[config.mk]
export PLATFORM = sky130hd
export DESIGN_NAME = mem_program_loader
export DESIGN_NICKNAME = d
export VERILOG_FILES = /design/src/rtl/mem_program_loader_pkg.sv /design/src/rtl/mem_program_loader.sv
export SDC_FILE = /design/constraint.sdc
export NUM_CORES = 1
export LEC_CHECK = 0
export BUFFER_PORTS_ARGS = -buffer_cell sky130_fd_sc_hd__buf_4
export CAP_MARGIN = 20
export CORE_MARGIN = 3
export CORE_UTILIZATION = 41
export CTS_BUF_LIST = sky130_fd_sc_hd__clkbuf_16
export DETAILED_ROUTE_END_ITERATION = 8
export PLACE_DENSITY_LB_ADDON = 0.12
export SKIP_LAST_GASP = 1
export SLEW_MARGIN = 30
export SYNTH_ARGS = -nofsm -noshare
export SYNTH_HDL_FRONTEND = slang
export SYNTH_SLANG_ARGS = --single-unit
[constraint.sdc]
create_clock -name clk -period 3.1 [get_ports clk]
set_input_delay 0 -clock clk [delete_from_list [all_inputs] [get_ports clk]]
set_output_delay 0 -clock clk [all_outputs]
set_load 0.01 [all_outputs]
[src/rtl/mem_program_loader_pkg.sv]
`default_nettype none
// +----------------------------------------------------------------------+
// | mem_program_loader_pkg : shared types for the program-memory loader  |
// | Rev 1.0                                                              |
// +----------------------------------------------------------------------+
package mem_program_loader_pkg;

  typedef logic [15:0] uword;

  localparam int LOADER_WORD_BYTES = 2;

  typedef enum logic [2:0] {
    IDLE    = 3'd0,
    LEN_HI  = 3'd1,
    LEN_LO  = 3'd2,
    DATA_HI = 3'd3,
    DATA_LO = 3'd4,
    CHECK   = 3'd5,
    DONE    = 3'd6,
    ERROR   = 3'd7
  } loader_state_e;

endpackage
`default_nettype wire

[src/rtl/mem_program_loader.sv]
`default_nettype none
// +----------------------------------------------------------------------+
// | mem_program_loader : byte-stream loader writing 16-bit instructions  |
// | into program memory; holds the core until a checksummed image lands. |
// | Rev 1.0                                                              |
// +----------------------------------------------------------------------+
module mem_program_loader
  import mem_program_loader_pkg::*;
#(
  parameter uword BASE_ADDR = 16'h0000,
  parameter int   MAX_WORDS = 256
) (
  input  logic        clk,
  input  logic        rst,
  input  logic        start,
  input  logic [7:0]  in_data,
  input  logic        in_valid,
  output logic        in_ready,
  output logic        prog_we,
  output uword        prog_addr,
  output uword        prog_wdata,
  output logic        cpu_hold,
  output logic        done,
  output logic        error,
  output logic [15:0] word_count
);

  localparam logic [31:0] MAX_WORDS_U = 32'(MAX_WORDS);
  localparam uword        ADDR_STEP   = 16'(LOADER_WORD_BYTES);

  loader_state_e r_state;
  loader_state_e w_state_next;

  logic [7:0]  r_len_hi;
  logic [15:0] r_len;
  logic [7:0]  r_hi;
  logic [7:0]  r_xor;
  uword        r_next_addr;

  logic        w_accept;
  logic        w_start_load;
  logic [15:0] w_len;
  logic        w_last;

  assign w_accept = in_valid & in_ready;
  assign w_len    = {r_len_hi, in_data};
  // 17-bit compare so a full 16-bit count never aliases to zero
  assign w_last   = ({1'b0, word_count} + 17'd1) == {1'b0, r_len};

  always_ff @(posedge clk or negedge rst) begin
    if (!rst) begin
      r_state <= IDLE;
    end else begin
      r_state <= w_state_next;
    end
  end

  always_comb begin
    w_state_next = r_state;
    w_start_load = 1'b0;
    in_ready     = 1'b0;
    cpu_hold     = 1'b1;
    done         = 1'b0;
    error        = 1'b0;
    case (r_state)
      IDLE, DONE, ERROR: begin
        cpu_hold = (r_state != DONE);
        done     = (r_state == DONE);
        error    = (r_state == ERROR);
        if (start) begin
          w_state_next = LEN_HI;
          w_start_load = 1'b1;
        end
      end
      LEN_HI: begin
        in_ready = 1'b1;
        if (w_accept) w_state_next = LEN_LO;
      end
      LEN_LO: begin
        in_ready = 1'b1;
        if (w_accept) begin
          if ({16'd0, w_len} > MAX_WORDS_U) w_state_next = ERROR;
          else if (w_len == 16'd0)          w_state_next = CHECK;
          else                              w_state_next = DATA_HI;
        end
      end
      DATA_HI: begin
        in_ready = 1'b1;
        if (w_accept) w_state_next = DATA_LO;
      end
      DATA_LO: begin
        in_ready = 1'b1;
        if (w_accept) w_state_next = w_last ? CHECK : DATA_HI;
      end
      CHECK: begin
        in_ready = 1'b1;
        if (w_accept) w_state_next = (in_data == r_xor) ? DONE : ERROR;
      end
      default: w_state_next = IDLE;
    endcase
  end

  always_ff @(posedge clk or negedge rst) begin
    if (!rst) begin
      r_len_hi    <= 8'd0;
      r_len       <= 16'd0;
      r_hi        <= 8'd0;
      r_xor       <= 8'd0;
      r_next_addr <= BASE_ADDR;
      prog_we     <= 1'b0;
      prog_addr   <= BASE_ADDR;
      prog_wdata  <= 16'd0;
      word_count  <= 16'd0;
    end else begin
      prog_we <= 1'b0;
      if (w_start_load) begin
        r_xor       <= 8'd0;
        word_count  <= 16'd0;
        r_next_addr <= BASE_ADDR;
        prog_addr   <= BASE_ADDR;
      end
      // CHK itself is never folded into the running xor
      if (w_accept && r_state != CHECK) begin
        r_xor <= r_xor ^ in_data;
      end
      if (w_accept) begin
        case (r_state)
          LEN_HI:  r_len_hi <= in_data;
          LEN_LO:  r_len    <= w_len;
          DATA_HI: r_hi     <= in_data;
          DATA_LO: begin
            prog_we     <= 1'b1;
            prog_addr   <= r_next_addr;
            prog_wdata  <= {r_hi, in_data};
            r_next_addr <= r_next_addr + ADDR_STEP;
            word_count  <= word_count + 16'd1;
          end
          default: ;
        endcase
      end
    end
  end

endmodule
`default_nettype wire

# == Word level (Yosys, flattened, before mapping) ==
# Cells that the tools add are included.
# Widths: inputs -> output; s select.
# totals
register_bits,108
output_inout_bits,53
# op_classes
n_addsub,3
order_cmp,1
eq_ne,17
mux,30
bitwise_logic,2
reduce_logical,11
# op_table
op,count
$mux 16,9
$mux 3,9
$pmux 3 s6,1
$add 16x1->17 const B,1
$eq 17x16->1,1
$add 16x1->16 const B,1
$add 16x2->16 const B,1
$gt 16x9->1 const B,1
$logic_not 16->1,1
$mux 8,2
$eq 3x3->1 const B,4
$ne 2x2->1 const B,6
$mux 1,9
$eq 8x8->1,1
$reduce_and 2->1,4
$xor 8x8->8,1
$eq 3x2->1 const B,2
$ne 3x3->1 const B,2
$reduce_and 6->1,1
$reduce_or 5->1,1
$eq 3x1->1 const B,1
$logic_not 3->1,1
$reduce_or 3->1,1
$reduce_bool 2->1,1
other kinds (2),2

# == Depth between registers and ports, before layout ==
# logic_depth
ltp_word,6
ltp_mapped,9
ltp_nobuf,7

# == Least setup slack after synthesis ==
# OpenSTA, ideal clock, no wires.
# synth_timing
path_type,register to register
from,reg word_count[0]
to,reg r_state[1]
setup_time_ps,118
arrival_time_ps,2247
t_required_ps,2982
setup_slack_ps,735
stages_incl_launch_ff,8
synth_period_minus_slack_ps,2365
cell_sequence,dfrtp_1 > ha_1 > nand2_1 > or4_1 > o31ai_2 > o31ai_1 > or4_1 > a21o_1
# synth_via
elab_chain_len,5
# synth_rtl
element,line,source
"start, declared",mem_program_loader.sv:25,output logic [15:0] word_count
"start signal, assigned",mem_program_loader.sv:136,word_count <= word_count + 16'd1;
$add 16x1->17,mem_program_loader.sv:48,"assign w_last = ({1'b0, word_count} + 17'd1) == {1'b0, r_len};"
$eq 17x16->1,mem_program_loader.sv:48,
$mux 3 (2 in a row),mem_program_loader.sv:93,if (w_accept) w_state_next = w_last ? CHECK : DATA_HI;
$pmux 3 s6,mem_program_loader.sv:65,case (r_state)
"end signal, assigned",mem_program_loader.sv:54,r_state <= w_state_next;
"end, declared",mem_program_loader.sv:31,loader_state_e r_state;
# No other way between the ends. The select of a mux whose other input is x is not followed.
# A chain may end at the register's enable or synchronous reset.

# == Worst setup path after layout ==
# layout_timing
from,reg word_count[2]
to,reg r_state[1]
# Same word-level chain as after synthesis.

==> out/summary.txt <==
syn_nets: 567
largest net degree at the start of global routing: 62
Max Clock Skew: 0.006638 ns
RSZ-0062 raised after global routing: false
internal power: 3.194 mW
Die ar.: 0.01431 sq mm
IO Pins: 65
Site Rows: 40
clk slew on worst S/H paths: 0.08 ns
Critical Path Source: word_count[2]
DP Worst Slack: 0.4901 ns
first-pass GRT wire length: 21.71 mm
Clock Tree Buf Depth: 2
clock tree from TritonCTS: done
worst hold start: start
Synthesis Warnings: 0
# H-tree levels: 3
TritonRoute pass-1 iters: 4
register area share after synthesis: 51.08%
overall routing resource usage: 18.85%
Port Buffers: 64
Core Region: 0.01231 sq mm
Synth top area share: 51.08%
setup TNS: 0 ns
pwr/cell area: 774.4 mW/mm^2
Worst Path Arrival: 2.90 ns
reg-to-reg setup timing slack: 0.45 ns
most numerous cell in the Yosys netlist: nand2_1
Logic pwr share: 31.1%
Die Height: 119.6 microns
nets@finish: 627
CP Class: flip-flop to flip-flop
Lkg Pwr: 2.964 nW
Syn Inst Count: 553
HPWL Detailed: 8.673 mm
multiplexer area fraction after synthesis: 8.158%
Worst slew margin: 47.25%
Mapped Area: 0.005291 sq mm
DRT Wirelength: 12.84 mm
largest family of logic cells by synthesized area: simple AND/OR/NAND/NOR gates
1st-iter DRT viols: 276
CTS buffer count: 9
Max Freq: 377.4 MHz
Root Buffer: clkbuf_16
Antenna Cells: 0
Synth Area in Simple Gates: 23.10%
Compound-Gate Fraction of Synth Area: 9.695%
Setup-failing EPs final: 0
vias in the first global route: 4,159
DRC violations left: 0
Most used DFF post-synth: dfrtp_1
Psw: 1.709 mW
Crit. End Element: flip-flop
endpoints failing hold: 0
Post-DRT Antenna Nets: 0
clk_lat worst skew: 0.35 ns
crit path time final: 2.650 ns
crit path max fanout: 11
worst r2r src: word_count[2]
Worst EP required: 3.35 ns
GP Congestion: 0.8633
# hold bufs at CTS: 10
maximum VDD drop: 346.3 uV
XOR/XNOR Fraction of Synth Area: 4.587%
Hold WC Path Type: input port to flip-flop
maxcap violations: 0
synthesized flop and latch total: 108
critical path launch point type: flip-flop
post-route setup slack: 0.4504 ns
most instantiated cells after synthesis: nand2_1 (131), dfrtp_1 (108), o21ai_0 (40)
status: complete, no violations
Clock Power Share: 24.5%
CTS sink count: 108
sequential power share: 44.4%
total vias in the final route: 4,206
layout cell share with drive strength beyond 1: 20.39%
# resized after CTS: 0
post-synthesis cell type count: 54
Post-CTS Setup Inserts: 0
initial antenna violation count: 0
Die X: 119.6 microns
syn avg cell area: 9.568 sq um
Post-synth ARST share: 100.0%
leading area contributor after synthesis: dfrtp_1
EDFF count, synth: 0
Synth Area in Adders: 0.4729%
Avg Vias per Cell: 5.351
Slew @ Worst Pin: 0.7913 ns
gr ovfl total: 0
crit share post-route: 85.47%
sw frac: 34.85%
DR WL/cell: 16.33 microns
synth top area cells: dfrtp_1 (51%), nand2_1 (9.3%), mux2_2 (7.0%)
Area growth, synth to finish: 19.65%
Final Max Slew Viols: 0
initial core utilization: 42.98%
## power by group through the flow
stage                     sequential (mW)  combinational, mW  clock [mW]
after floorplan                      2.10               1.03           0
after global placement               2.18               1.49           0
after detailed placement             2.20               1.53           0
after CTS                            2.18               1.54        1.24
after global routing                 2.24               1.70        1.30
final                                2.18               1.52        1.20
## layout make-up
class / count / area [sq um]
Tap cell: 168 / 210.2
Clock buffer: 9 / 225.2
Sequential cell: 108 / 2703
Fill cell: 1202 / 5981
Clock inverter: 7 / 85.08
Multi-Input combinational cell: 406 / 2449
Inverter: 7 / 26.28
Timing Repair Buffer: 81 / 633.1
## through the flow
step                      cell area, sq um  power, mW  hold WS (ns)  utilization, %  cells
after floorplan                       5291      3.129       -0.2956               -    553
after global placement                5921      3.676        0.1311           48.09    760
after detailed placement              5921      3.729        0.1363           48.09    760
after CTS                             6331      4.963       0.08099           51.42    786
after global routing                  6331      5.241        0.1126           51.42    786
final                                 6331      4.903       0.08861           51.42    786
## worst paths after layout
check,depth (start not counted),to
setup reg to reg,6,r_state[1]
max in group asynchronous,3,r_next_addr[7]
hold / removal,3,r_state[0]
setup / recovery,6,r_state[1]
min in group asynchronous,2,r_state[0]
hold reg to reg,2,prog_wdata[10]
## placed cells by master (no fill, tap or decap), types with 7 or more instances in the layout
cell type	Yosys	routed
buf_4	0	71
nand2b_1	14	14
xnor2_1	10	10
inv_1	7	7
and3_1	8	8
clkbuf_16	0	9
mux2_2	33	33
nand2_1	131	131
dlygate4sd3_1	0	10
nor2b_1	7	7
o21ai_0	40	39
nor2_1	18	18
dfrtp_1	108	108
nand4_1	11	11
xor2_1	15	15
nand3_1	36	35
## registers in the layout, summed over array words and instances, names as in the netlist
register and cells:
prog_addr 16, prog_wdata 16, r_len 16, r_next_addr 16, word_count 16, r_hi 8
r_len_hi 8, r_xor 8, r_state 3, prog_we 1
## logic make-up (layout without fill, tap and decap cells)
logic type,count (synthesis),in the layout
multiplexers,39,39
adder cells (fa/ha/maj),2,2
buffers and inverters,39,104
XOR/XNOR,26,26
flip-flops,108,108
AND/OR/NAND/NOR,257,257
AO/OA/AOI/OAI,82,82
## layer usage
| layer | share of wire (%) | vias up | global-route usage, % | wire length (microns) |
|---|---|---|---|---|
| met5 | 0 | - | 0 | 0 |
| met3 | 5.0 | 17 | 3.629 | 645 |
| li1 | - | 2043 | - | - |
| met2 | 47 | 87 | 29.66 | 6014 |
| met1 | 47 | 2059 | 26.40 | 5978 |
| met4 | 1.5 | 0 | 6.013 | 197 |
## critical path, stage by stage (launching register included)
cell,delay (ns)
dfrtp_1,0.52
nand3_1,0.42
a2111oi_0,0.54
o211ai_1,0.16
a211o_1,0.27
or4_1,0.46
a21o_1,0.18
(Power assumes the default switching activity.)
